File: src/rtl/video_timing_pkg.sv
// Shared timing presets, pattern-select encodings and colour constants for the
// video pattern generator.
package video_timing_pkg;

  localparam int CNT_W    = 16;
  localparam int BOX_SIZE = 64;

  localparam int H_ACTIVE_720P = 1280;
  localparam int H_FP_720P     = 110;
  localparam int H_SYNC_720P   = 40;
  localparam int H_BP_720P     = 220;
  localparam int V_ACTIVE_720P = 720;
  localparam int V_FP_720P     = 5;
  localparam int V_SYNC_720P   = 5;
  localparam int V_BP_720P     = 20;

  localparam int H_ACTIVE_1080P = 1920;
  localparam int H_FP_1080P     = 88;
  localparam int H_SYNC_1080P   = 44;
  localparam int H_BP_1080P     = 148;
  localparam int V_ACTIVE_1080P = 1080;
  localparam int V_FP_1080P     = 4;
  localparam int V_SYNC_1080P   = 5;
  localparam int V_BP_1080P     = 36;

  typedef enum logic [2:0] {
    PAT_BARS  = 3'd0,
    PAT_GREY  = 3'd1,
    PAT_CHECK = 3'd2,
    PAT_BOX   = 3'd3,
    PAT_SOLID = 3'd4
  } pattern_e;

  localparam logic [23:0] RGB_WHITE   = 24'hFFFFFF;
  localparam logic [23:0] RGB_YELLOW  = 24'hFFFF00;
  localparam logic [23:0] RGB_CYAN    = 24'h00FFFF;
  localparam logic [23:0] RGB_GREEN   = 24'h00FF00;
  localparam logic [23:0] RGB_MAGENTA = 24'hFF00FF;
  localparam logic [23:0] RGB_RED     = 24'hFF0000;
  localparam logic [23:0] RGB_BLUE    = 24'h0000FF;
  localparam logic [23:0] RGB_BLACK   = 24'h000000;

  // Colour-bar order, left to right.
  function automatic logic [23:0] bar_colour(input logic [2:0] idx);
    logic [23:0] c;
    case (idx)
      3'd0:    c = RGB_WHITE;
      3'd1:    c = RGB_YELLOW;
      3'd2:    c = RGB_CYAN;
      3'd3:    c = RGB_GREEN;
      3'd4:    c = RGB_MAGENTA;
      3'd5:    c = RGB_RED;
      3'd6:    c = RGB_BLUE;
      default: c = RGB_BLACK;
    endcase
    return c;
  endfunction

endpackage

File: src/rtl/vtg_counter.sv
// Horizontal/vertical raster counters with active-video and sync decode and
// start/end-of-frame strobes; runs whole frames while enabled.
//   state   | meaning
//   ST_IDLE | counters parked at 0, no video or sync activity
//   ST_RUN  | raster scanning; returns to idle only at end of a frame
module vtg_counter
  import video_timing_pkg::*;
#(
  parameter int   H_ACTIVE = H_ACTIVE_720P,
  parameter int   H_FP     = H_FP_720P,
  parameter int   H_SYNC   = H_SYNC_720P,
  parameter int   H_BP     = H_BP_720P,
  parameter int   V_ACTIVE = V_ACTIVE_720P,
  parameter int   V_FP     = V_FP_720P,
  parameter int   V_SYNC   = V_SYNC_720P,
  parameter int   V_BP     = V_BP_720P,
  parameter logic HS_POL   = 1'b1,
  parameter logic VS_POL   = 1'b1
) (
  input  logic             pclk,
  input  logic             rst,
  input  logic             en_i,
  output logic [CNT_W-1:0] h_o,
  output logic [CNT_W-1:0] v_o,
  output logic             vde_o,
  output logic             hsync_o,
  output logic             vsync_o,
  output logic             sof_o,
  output logic             eof_o
);

  localparam int H_TOTAL = H_ACTIVE + H_FP + H_SYNC + H_BP;
  localparam int V_TOTAL = V_ACTIVE + V_FP + V_SYNC + V_BP;

  localparam logic [CNT_W-1:0] H_ACT_C  = CNT_W'(H_ACTIVE);
  localparam logic [CNT_W-1:0] H_SS_C   = CNT_W'(H_ACTIVE + H_FP);
  localparam logic [CNT_W-1:0] H_SE_C   = CNT_W'(H_ACTIVE + H_FP + H_SYNC);
  localparam logic [CNT_W-1:0] H_LAST_C = CNT_W'(H_TOTAL - 1);
  localparam logic [CNT_W-1:0] V_ACT_C  = CNT_W'(V_ACTIVE);
  localparam logic [CNT_W-1:0] V_SS_C   = CNT_W'(V_ACTIVE + V_FP);
  localparam logic [CNT_W-1:0] V_SE_C   = CNT_W'(V_ACTIVE + V_FP + V_SYNC);
  localparam logic [CNT_W-1:0] V_LAST_C = CNT_W'(V_TOTAL - 1);
  localparam logic [CNT_W-1:0] ONE_C    = CNT_W'(1);

  typedef enum logic {ST_IDLE, ST_RUN} state_e;

  state_e           state_q, state_d;
  logic [CNT_W-1:0] h_q, h_d;
  logic [CNT_W-1:0] v_q, v_d;
  logic             run;
  logic             eol;
  logic             eof;

  assign run = (state_q == ST_RUN);
  assign eol = run && (h_q == H_LAST_C);
  assign eof = eol && (v_q == V_LAST_C);

  always_ff @(posedge pclk) begin
    if (rst) begin
      state_q <= ST_IDLE;
      h_q     <= '0;
      v_q     <= '0;
    end else begin
      state_q <= state_d;
      h_q     <= h_d;
      v_q     <= v_d;
    end
  end

  always_comb begin
    state_d = state_q;
    h_d     = h_q;
    v_d     = v_q;
    case (state_q)
      ST_IDLE: begin
        h_d = '0;
        v_d = '0;
        if (en_i) state_d = ST_RUN;
      end
      ST_RUN: begin
        if (eol) begin
          h_d = '0;
          v_d = eof ? '0 : v_q + ONE_C;
        end else begin
          h_d = h_q + ONE_C;
        end
        // Dropping enable never truncates a frame.
        if (eof && !en_i) state_d = ST_IDLE;
      end
      default: state_d = ST_IDLE;
    endcase
  end

  assign h_o     = h_q;
  assign v_o     = v_q;
  assign vde_o   = run && (h_q < H_ACT_C) && (v_q < V_ACT_C);
  assign hsync_o = (run && (h_q >= H_SS_C) && (h_q < H_SE_C)) ? HS_POL : ~HS_POL;
  assign vsync_o = (run && (v_q >= V_SS_C) && (v_q < V_SE_C)) ? VS_POL : ~VS_POL;
  assign sof_o   = run && (h_q == '0) && (v_q == '0);
  assign eof_o   = eof;

endmodule

File: src/rtl/video_pattern_gen.sv
// Test-pattern video source: raster timing from vtg_counter, per-frame pattern
// latch, moving box position, and one register stage on every output.
module video_pattern_gen
  import video_timing_pkg::*;
#(
  parameter int   H_ACTIVE = H_ACTIVE_720P,
  parameter int   H_FP     = H_FP_720P,
  parameter int   H_SYNC   = H_SYNC_720P,
  parameter int   H_BP     = H_BP_720P,
  parameter int   V_ACTIVE = V_ACTIVE_720P,
  parameter int   V_FP     = V_FP_720P,
  parameter int   V_SYNC   = V_SYNC_720P,
  parameter int   V_BP     = V_BP_720P,
  parameter logic HS_POL   = 1'b1,
  parameter logic VS_POL   = 1'b1,
  parameter int   BOX_STEP = 4
) (
  input  logic        pclk,
  input  logic        rst,
  input  logic        en,
  input  logic [2:0]  pattern_sel,
  input  logic [23:0] solid_rgb,
  output logic [23:0] m_pData,
  output logic        m_pVDE,
  output logic        m_pHSync,
  output logic        m_pVSync,
  output logic        frame_start,
  output logic [15:0] frame_cnt
);

  localparam logic [CNT_W-1:0] H_ACT_C  = CNT_W'(H_ACTIVE);
  localparam logic [CNT_W-1:0] BAR_W_C  = CNT_W'(H_ACTIVE / 8);
  localparam logic [CNT_W-1:0] BOX_C    = CNT_W'(BOX_SIZE);
  localparam logic [CNT_W-1:0] STEP_C   = CNT_W'(BOX_STEP);
  localparam logic [CNT_W-1:0] BOX_Y0_C = CNT_W'(V_ACTIVE / 2 - BOX_SIZE / 2);
  localparam logic [CNT_W-1:0] BOX_Y1_C = CNT_W'(V_ACTIVE / 2 + BOX_SIZE / 2);

  logic [CNT_W-1:0] h;
  logic [CNT_W-1:0] v;
  logic             vde;
  logic             hsync;
  logic             vsync;
  logic             sof;
  logic             eof;

  vtg_counter #(
    .H_ACTIVE (H_ACTIVE),
    .H_FP     (H_FP),
    .H_SYNC   (H_SYNC),
    .H_BP     (H_BP),
    .V_ACTIVE (V_ACTIVE),
    .V_FP     (V_FP),
    .V_SYNC   (V_SYNC),
    .V_BP     (V_BP),
    .HS_POL   (HS_POL),
    .VS_POL   (VS_POL)
  ) u_vtg (
    .pclk    (pclk),
    .rst     (rst),
    .en_i    (en),
    .h_o     (h),
    .v_o     (v),
    .vde_o   (vde),
    .hsync_o (hsync),
    .vsync_o (vsync),
    .sof_o   (sof),
    .eof_o   (eof)
  );

  logic [2:0]       pat_q, pat_d;
  logic [23:0]      solid_q, solid_d;
  logic [CNT_W-1:0] box_x_q, box_x_d;
  logic [15:0]      frame_cnt_q, frame_cnt_d;
  logic [23:0]      data_q, data_d;
  logic             vde_q, hs_q, vs_q, fs_q;
  logic [2:0]       bar_idx;
  logic             in_box;
  logic [23:0]      pix;

  // Inputs go live on the first pixel of a frame so that pixel already uses them.
  always_comb begin
    pat_d   = sof ? pattern_sel : pat_q;
    solid_d = sof ? solid_rgb : solid_q;
  end

  always_comb begin
    bar_idx = '0;
    for (int k = 1; k < 8; k++) begin
      if (h >= CNT_W'(k) * BAR_W_C) bar_idx = 3'(k);
    end
  end

  assign in_box = (h >= box_x_q) && (h < box_x_q + BOX_C) &&
                  (v >= BOX_Y0_C) && (v < BOX_Y1_C);

  always_comb begin
    pix = RGB_BLACK;
    case (pat_d)
      PAT_BARS:  pix = bar_colour(bar_idx);
      PAT_GREY:  pix = {3{h[7:0]}};
      PAT_CHECK: pix = (h[5] ^ v[5]) ? RGB_WHITE : RGB_BLACK;
      PAT_BOX:   pix = in_box ? RGB_WHITE : RGB_BLACK;
      PAT_SOLID: pix = solid_d;
      default:   pix = RGB_BLACK;
    endcase
  end

  always_comb begin
    box_x_d     = box_x_q;
    frame_cnt_d = frame_cnt_q;
    if (eof) begin
      frame_cnt_d = frame_cnt_q + 16'd1;
      // Restart from the left once the next step would push the box past the edge.
      if (box_x_q + STEP_C + BOX_C > H_ACT_C) box_x_d = '0;
      else                                   box_x_d = box_x_q + STEP_C;
    end
    data_d = vde ? pix : RGB_BLACK;
  end

  always_ff @(posedge pclk) begin
    if (rst) begin
      pat_q       <= '0;
      solid_q     <= '0;
      box_x_q     <= '0;
      frame_cnt_q <= '0;
      data_q      <= '0;
      vde_q       <= 1'b0;
      hs_q        <= ~HS_POL;
      vs_q        <= ~VS_POL;
      fs_q        <= 1'b0;
    end else begin
      pat_q       <= pat_d;
      solid_q     <= solid_d;
      box_x_q     <= box_x_d;
      frame_cnt_q <= frame_cnt_d;
      data_q      <= data_d;
      vde_q       <= vde;
      hs_q        <= hsync;
      vs_q        <= vsync;
      fs_q        <= sof;
    end
  end

  assign m_pData     = data_q;
  assign m_pVDE      = vde_q;
  assign m_pHSync    = hs_q;
  assign m_pVSync    = vs_q;
  assign frame_start = fs_q;
  assign frame_cnt   = frame_cnt_q;

endmodule

File: config.mk
export PLATFORM = sky130hd
export DESIGN_NAME = video_pattern_gen
export DESIGN_NICKNAME = d
export VERILOG_FILES = /design/src/rtl/video_timing_pkg.sv /design/src/rtl/vtg_counter.sv /design/src/rtl/video_pattern_gen.sv
export SDC_FILE = /design/constraint.sdc
export NUM_CORES = 1
export LEC_CHECK = 0
export CAP_MARGIN = 20
export CORE_MARGIN = 1.5
export CORE_UTILIZATION = 57
export DETAILED_ROUTE_END_ITERATION = 8
export GPL_TIMING_DRIVEN = 0
export PLACE_DENSITY = 0.93
export SLEW_MARGIN = 10
export SYNTH_ARGS = -nofsm -noshare
export SYNTH_HDL_FRONTEND = slang
export SYNTH_SLANG_ARGS = --single-unit
export TNS_END_PERCENT = 10
File: constraint.sdc
create_clock -name pclk -period 4.18 [get_ports pclk]
set_input_delay 0.836 -clock pclk [delete_from_list [all_inputs] [get_ports pclk]]
set_output_delay 0.836 -clock pclk [all_outputs]
set_load 0.05 [all_outputs]
==> impl_metrics.ini <==
[status]
status = complete, no violations

[placement]
place_hpwl_um = 13000
numPortBuffers = 73
dp.cells = 1062
gp_congestion = 0.948

[detailed_routing]
vias = 6849
wirelength_um = 19300
ant_nets = 0
via_per_inst = 6.26
route.detailed.drc = 0
drt_iter0_drc = 811
wl_per_cell_um = 17.6
drtPass1Iterations = 5

[timing]
period_minus_slack_ns = 4.02
slew_headroom_pct = 49.4
finClkSkew_ns = 0.00614
rsz0062_at_grt = false
post-route-period-util_pct = 96.1
final-max-slew-violation-count = 0
fin_setup_tns_ns = 0
finalHoldViolations = 0
clock.fmax_ghz = 0.249
holdWs_ns = 0.452
setup_viol = 0
worst_slew_pin_slew_ns = 0.753

[pwr]
p_comb_share_pct = 8.7
pwr_density_cell_nw_per_um2 = 374
p_clk_share_pct = 53.0
switchingPower_w = 0.000712
power_frac_seq_pct = 38.3
leakage_nw = 2.95
ir_drop_mv = 0.343
power.total_w = 0.00307
power_switching_share_pct = 23.2
internal_power_w = 0.00236

[clocking]
cts_max_path_buffers = 2
cts_sinks = 118
cts_buffers = 17
cts_max_level = 4
clock_latency_ns = 0.43
cts.root.buffer_cell = clkbuf_16
cts_tree = done
clk_pin_slew_ns = 0.05
cts-resized-gates = 0
postCtsHoldBufs = 0

[final_layout]
drive_above_1_share_pct = 6.62
final_cells = 1094
antenna-diode-count = 0
area.growth.synth_to_final_pct = 23.8
fin_nets = 1004
final_core_util_pct = 72.3

[floorplan]
design.portCount = 74
core_um2 = 11400
die_h_um = 111
start_util_pct = 58.4
fp.dieW_um = 111
fp-row-count = 39
die-area_um2 = 12300

[global_routing]
grt_use_met2_pct = 51.3
grt_pass1_vias = 6443
busiest_layer = met2
track_usage_pct = 31.5
gr-usage-met3_pct = 6.62
antenna_found_initial = 0
grt_first_pass_wirelength_um = 31200
grt_max_degree = 17
use_met1_pct = 39.2
grt.overflow.total = 0

[critical_path]
critPathLaunch = box_x_q[7]$_SDFFE_PP0P_
cp-start-kind = flip-flop
crit_type = reg2reg
crit_arrival_ns = 4.32
critPathCaptureType = flip-flop
cp_max_fo = 10
worstReg2RegStart = box_x_q[7]$_SDFFE_PP0P_
cp.required_ns = 4.48

[synth]
ys_top_cells_by_area = dfxtp_1 (36%), ha_1 (6.4%), nand3_1 (5.8%)
ys_warn_count = 0
synth_cell_type_count = 60
yosysTopAreaCellShare_pct = 35.6
synth_top_cell_by_area = dfxtp_1
syn_area_per_cell_um2 = 7.85
syn-cell-area_um2 = 6640
ys_seq_area_share_pct = 35.6
synthCells = 846
syn_nets = 910
ys.flop_type = dfxtp_1
yosys.cell_count.top_type = dfxtp_1
synth_seq_cells = 118
ys_top_cells_by_count = dfxtp_1 (118), nand2_1 (102), nor2_1 (91)
ys_async_sr_fraction_pct = 0
synth_edf_count = 0

[run]
drv_cap = 0

[worst_hold_path]
worstHoldStart = solid_q[17]$_SDFF_PP0_
holdCritPathClass = reg2reg
-- worst paths after layout --
kind / to / slack (ns) / depth (start not counted)
worst min register to register: solid_q[17]$_SDFF_PP0_ / 0.45 / 2
worst min-delay path: solid_q[17]$_SDFF_PP0_ / 0.45 / 2
worst max register to register: m_pData[11]$_SDFF_PP0_ / 0.16 / 15
worst max-delay path: m_pData[11]$_SDFF_PP0_ / 0.16 / 15
-- cell type report --
type	instances	area [µm²]
Multi-Input combinational cell	647	3960
Fill cell	750	3150
Sequential cell	118	2360
Timing Repair Buffer	75	746
Clock buffer	22	484
Buffer	50	198
Tap cell	143	179
Clock inverter	8	169
Inverter	31	116
-- worst max-delay path, stage by stage (launching register included) --
cell      delay, ns
dfxtp_1        0.44
ha_1           0.29
nand3_1        0.14
or2_2          0.34
or3_1          0.36
xnor2_1        0.15
ha_1           0.28
nand2_1        0.07
nor2_1         0.29
nand4_1        0.17
and4_1         0.22
a31oi_1        0.33
a211oi_2       0.06
buf_4          0.17
buf_2          0.17
or3_1          0.40
-- what timing repair did --
action | 4_1_cts | 5_1_grt
endpoints found under the hold margin | 0 | 0
endpoints found under the setup margin | 0 | 20
setup buffers | 0 | 2
-- cells in the final DEF (no fill, tap or decap), types with 4 or more instances in the layout --
master           count
and3_1               9
and2_1               7
nand3b_1            12
nor2b_1              9
o21ai_0             25
a21oi_1             49
nand2_1            102
clkdlybuf4s50_1     73
xor2_1              13
nor4_1               8
buf_2                8
ha_1                34
nand3_1             77
a31oi_1             23
inv_1               31
o22ai_1              4
nand4_1             15
and4_1               6
or3_1               25
xnor2_1             40
a31o_2               7
dfxtp_1            118
buf_1                4
clkbuf_8             4
o31ai_1              4
nor3_1              22
mux2i_1              4
clkbuf_16           17
nand2b_1             8
clkbuf_1            39
nor4_2               4
bufinv_16            5
nor2_1              91
-- metal layers --
metal  vias up  wire, µm
li1       3169         -
met1      3153      7650
met2       435      9020
met3        92      1690
met4         0       891
met5         -         0
-- state kept, by name (all words and copies together) (netlist names) --
signal       flops
u_vtg.v_o       16
u_vtg.run        1
m_pHSync         1
m_pData         24
frame_start      1
solid_q         24
frame_cnt       16
pat_q            3
m_pVSync         1
m_pVDE           1
box_x_q         14
u_vtg.h_o       16
-- logic make-up after synthesis --
group,synth area share (%)
fa+ha+maj,6.56
buf+inv,4.73
xor+xnor,6.99
mux,0.943
compound gates,13.3
simple gates,31.9
flops,35.6
-- metrics by stage --
stage	setup WS (ns)	area (µm²)
2_1_floorplan	0.965	6640
5_1_grt	0.103	8220
3_5_place_dp	0.280	7550
3_3_place_gp	0.285	7550
6_report	0.164	8220
4_1_cts	0.211	8200
-- power groups by stage --
stage | Clock (W) | Sequential, W | Combinational (W)
final | 0.00163 | 0.00118 | 0.000268
after CTS | 0.00163 | 0.00118 | 0.000262
after detailed placement | 0 | 0.00120 | 0.000259
after global routing | 0.00169 | 0.00118 | 0.000282
after floorplan | 0 | 0.00125 | 0.000101
after global placement | 0 | 0.00120 | 0.000255
No activity file was read; power rests on OpenSTA's default activity.
